[config.mk]
export PLATFORM = sky130hd
export DESIGN_NAME = addsub_seq_chunked
export DESIGN_NICKNAME = d
export VERILOG_FILES = /design/src/rtl/addsub_seq_chunked.sv
export SDC_FILE = /design/constraint.sdc
export NUM_CORES = 1
export LEC_CHECK = 0
export ABC_CLOCK_PERIOD_IN_PS = 2900
export CAP_MARGIN = 30
export CORE_MARGIN = 1.5
export CORE_UTILIZATION = 35
export DETAILED_ROUTE_END_ITERATION = 8
export GPL_TIMING_DRIVEN = 0
export PLACE_DENSITY = 0.58
export SYNTH_ARGS = -nofsm -noshare
export SYNTH_HDL_FRONTEND = slang
export SYNTH_SLANG_ARGS = --single-unit
[constraint.sdc]
create_clock -name clk -period 2.9 [get_ports clk]
set_input_delay 0.29 -clock clk [delete_from_list [all_inputs] [get_ports clk]]
set_output_delay 0.29 -clock clk [all_outputs]
set_load 0.02 [all_outputs]
[src/rtl/addsub_seq_chunked.sv]
// Multi-cycle adder/subtractor: adds CHUNK bits per clock, LSB chunk first,
// rippling the carry between chunks, with valid/ready request and result sides.
module addsub_seq_chunked #(
    parameter int WIDTH = 16,
    parameter int CHUNK = 4
) (
    input  logic             clk,
    input  logic             rst_n,
    input  logic             start_valid,
    output logic             start_ready,
    input  logic [WIDTH-1:0] a,
    input  logic [WIDTH-1:0] b,
    input  logic             sub,
    input  logic             carry_in,
    output logic             result_valid,
    input  logic             result_ready,
    output logic [WIDTH-1:0] sum,
    output logic             carry_out,
    output logic             overflow,
    output logic             zero,
    output logic             negative
);

    localparam int NCHUNK = WIDTH / CHUNK;
    localparam int CW     = (NCHUNK > 1) ? $clog2(NCHUNK) : 1;
    localparam logic [CW-1:0] LAST = CW'(NCHUNK - 1);

    typedef enum logic [1:0] {
        IDLE,
        BUSY,
        DONE
    } state_t;

    state_t           state;
    state_t           state_next;
    logic [CW-1:0]    counter;
    logic [WIDTH-1:0] a_sh;
    logic [WIDTH-1:0] b_sh;
    logic [WIDTH-1:0] s_sh;
    logic [WIDTH-1:0] s_next;
    logic [WIDTH-1:0] chunk_ext;
    logic             carry;
    logic [CHUNK:0]   chunk_full;
    logic             msb_carry_in;
    logic             accept;
    logic             last_chunk;

    // Operands shift right one chunk per cycle, so the active chunk is always
    // at the bottom; partial sum bits enter from the top of s_sh.
    always_comb begin
        chunk_full   = {1'b0, a_sh[CHUNK-1:0]} + {1'b0, b_sh[CHUNK-1:0]}
                     + {{CHUNK{1'b0}}, carry};
        chunk_ext    = WIDTH'(chunk_full[CHUNK-1:0]);
        s_next       = (s_sh >> CHUNK) | (chunk_ext << (WIDTH - CHUNK));
        msb_carry_in = chunk_full[CHUNK-1] ^ a_sh[CHUNK-1] ^ b_sh[CHUNK-1];
    end

    always_ff @(posedge clk or negedge rst_n) begin
        if (!rst_n) begin
            state <= IDLE;
        end else begin
            state <= state_next;
        end
    end

    always_comb begin
        state_next   = state;
        start_ready  = 1'b0;
        result_valid = 1'b0;
        case (state)
            IDLE: begin
                start_ready = 1'b1;
                if (start_valid) begin
                    state_next = BUSY;
                end
            end
            BUSY: begin
                if (counter == LAST) begin
                    state_next = DONE;
                end
            end
            DONE: begin
                result_valid = 1'b1;
                if (result_ready) begin
                    state_next = IDLE;
                end
            end
            default: begin
                state_next = IDLE;
            end
        endcase
    end

    assign accept     = start_valid && start_ready;
    assign last_chunk = (state == BUSY) && (counter == LAST);

    // Subtraction is A + ~B + ~borrow; visible outputs change only when the
    // final chunk completes, so partial results never leak out.
    always_ff @(posedge clk or negedge rst_n) begin
        if (!rst_n) begin
            counter   <= '0;
            a_sh      <= '0;
            b_sh      <= '0;
            s_sh      <= '0;
            carry     <= 1'b0;
            sum       <= '0;
            carry_out <= 1'b0;
            overflow  <= 1'b0;
            zero      <= 1'b0;
            negative  <= 1'b0;
        end else if (accept) begin
            a_sh    <= a;
            b_sh    <= sub ? ~b : b;
            carry   <= sub ? ~carry_in : carry_in;
            counter <= '0;
        end else if (state == BUSY) begin
            a_sh    <= a_sh >> CHUNK;
            b_sh    <= b_sh >> CHUNK;
            s_sh    <= s_next;
            carry   <= chunk_full[CHUNK];
            counter <= counter + 1'b1;
            if (last_chunk) begin
                sum       <= s_next;
                carry_out <= chunk_full[CHUNK];
                overflow  <= msb_carry_in ^ chunk_full[CHUNK];
                zero      <= (s_next == '0);
                negative  <= s_next[WIDTH-1];
            end
        end
    end

endmodule

==> results.yml <==
status:
  status: "completed"
drt:
  drtIter0Drc: 56
  vias: 2274
  first_pass_iters: 4
  wl_microns: 6360
  wire_per_inst_microns: 13.59
  drtAntennaViolNets: 0
  via_per_inst: 4.859
  drc: 0
sta:
  finalHoldViolations: 0
  fin_crit_ns: 2.241
  fin_skew_ns: 0.009066
  setup_viol: 0
  setup_slack_ns: 0.6594
  post-route-period-util_pct: 77.26
  fmax_mhz: 446.3
  drv_slew: 0
  rsz0062_at_grt: "false"
  slew_headroom_pct: 42.88
  hold_ws_ns: 0.04449
  setup-tns-final_ns: 0
  tightest_slew_ns: 0.8568
cts:
  clkSinkCount: 68
  clock_latency_ns: 0.35
  clk_pin_slew_ns: 0.07
  cts-root-buf: "clkbuf_8"
  cts_htree_levels: 3
  cts_hold_buf: 0
  cts.path.max_buffers: 2
  cts_tree: "yes"
  cts.repair.resized: 0
  numCtsBuffers: 9
  post_cts_buffers: 0
yosys:
  synth.area.top_cells: "dfrtp_1, nand2_1, xnor2_1"
  synth-edff-count: 0
  avgSynthCellArea_sq_um: 10.80
  syn-num-nets: 330
  synth_top_cell_by_area: "dfrtp_1"
  synth_seq_cells: 68
  yosysTopAreaCellShare_pct: 55.11
  synth_flop_cell: "dfrtp_1"
  syn_inst: 286
  yosysWarnings: 0
  yosysSeqAreaShare_pct: 55.11
  synth_area_sq_um: 3088
  yosysUniqueCellTypes: 35
  async_flop_share_pct: 100.0
pwr:
  ir_drop_uv: 397.1
  power.density_nw_per_um2: 1145
  power_mw: 4.583
  leakage_nw: 1.824
finish:
  multi_input_area_sq_um: 1265
  n_fill_cell: 829
  stdcell_count: 468
  final_nets: 399
  seqCellArea_sq_um: 1702
  drive_gt1_share_pct: 10.28
  stdcell_area_sq_um: 4004
  area_growth_pct: 29.66
  diodes: 0
  final_util_pct: 46.36
flow_run:
  cap_violations: 0
global_routing:
  overflow: 0
  grt_pass1_vias: 2207
  grt_pass1_wl_microns: 11040
  grt_antenna_before_repair: 0
  track_usage_pct: 14.89
  grt_max_degree: 69
place:
  numPortBuffers: 58
  gp_congestion: 0.7369
  place_inst: 452
  dpl_cell_area_sq_um: 3801
  post-dp-hpwl_microns: 4587
  dp_slack_ns: 0.6635
worst_setup_path:
  cp-end-kind: "flip-flop"
  worstPathRequired_ns: 3.15
  arrival_ns: 2.49
  cp_max_fo: 3
  critPathLaunchType: "flip-flop"
  path_class: "flip-flop to flip-flop"
floorplanning:
  ioPinCount: 60
  fp.dieW_microns: 96.93
  core_area_sq_um: 8636
  dieArea_sq_um: 9395
  rows: 34
  die_h_microns: 96.93
  initial_core_util_pct: 35.76
worst_hold_path:
  min_path_type: "primary input to asynchronous set/reset pin"
==> cells by family (layout without fill, tap and decap cells) <==
| logic type | Yosys count | count (layout) | share of synthesized area (%) |
|---|---|---|---|
| muxes | 14 | 14 | 5.105 |
| xor gates and xnor gates | 19 | 19 | 5.389 |
| buffers and inverters | 20 | 94 | 3.930 |
| AOI/OAI and AO/OA | 54 | 54 | 12.60 |
| and+or+nand+nor | 105 | 105 | 14.95 |
| adders and majority gates | 6 | 6 | 2.917 |
| DFF | 68 | 68 | 55.11 |
==> metal layers <==
layer | vias to the layer above | routed length (microns) | global-route usage, %
li1 | 1122 | - | -
met3 | 9 | 333 | 4.986
met2 | 65 | 2843 | 23.08
met4 | 0 | 81 | 5.017
met5 | - | 0 | 0
met1 | 1078 | 3101 | 19.62
==> critical path, stage by stage (launching register included) <==
cell      delay [ns]
dfrtp_1         0.41
fa_1            0.47
fa_1            0.44
a21o_1          0.21
a211oi_1        0.31
a211oi_1        0.09
o31ai_1         0.23
==> path summary, 6_finish.rpt <==
path | depth (start not counted) | startpoint | to | slack (ns)
worst max-delay path | 6 | a_sh[0] | overflow | 0.66
worst min register to register | 2 | a_sh[11] | a_sh[11] | 0.48
worst min-delay path | 1 | rst_n | s_sh[8] | 0.04
min in group clk | 2 | a_sh[11] | a_sh[11] | 0.48
max in group asynchronous | 1 | rst_n | b_sh[2] | 2.28
worst max register to register | 6 | a_sh[0] | overflow | 0.66
==> where the power goes <==
group	total [mW]	switching, mW	internal [mW]
logic	2.10	1.12	0.980
registers	1.69	0.305	1.39
clock network	0.792	0.351	0.441
==> sequential cells by signal (all words and copies together) (netlist names) <==
signal,cells
state,2
a_sh,16
s_sh,12
carry_out,1
zero,1
b_sh,16
sum,16
counter,2
overflow,1
carry,1
==> layout make-up <==
type                    count  area share (%)
flip-flops and latches     68           42.50
multi-input cells         198           31.59
repair buffers             58           14.44
clock buffers              12           3.875
well taps                 108           3.375
plain buffers              18           2.844
clock inverters             4           1.188
inverters                   2          0.1875
==> cells in the mapped netlist (3+ instances only) <==
cell / instances
mux2_1: 11
o21ai_0: 14
clkbuf_1: 4
buf_4: 4
o21ai_1: 4
buf_6: 3
ha_1: 4
nor4_1: 3
nand3_1: 6
dfrtp_1: 68
mux2_2: 3
a22oi_1: 13
nand2_1: 72
nor2_1: 15
a221o_1: 12
buf_2: 7
xnor2_1: 18
==> cell usage in the layout (no fill, tap or decap), types with 2 or more instances in the layout <==
cell / count
inv_1: 2
clkbuf_8: 11
buf_6: 3
dfrtp_1: 68
nand2b_1: 2
a22oi_1: 13
nand2_1: 72
xnor2_1: 18
o21ai_1: 4
nor2_1: 15
buf_4: 5
a21o_1: 2
a211oi_1: 2
mux2_1: 11
fa_1: 2
mux2_2: 3
a221o_1: 12
nand3_1: 6
a21boi_0: 2
ha_1: 4
nor4_1: 3
clkdlybuf4s50_1: 57
o21ai_0: 14
a21oi_1: 2
clkinv_2: 2
buf_2: 7
clkbuf_1: 5
Power figures use the tool's default switching activity.
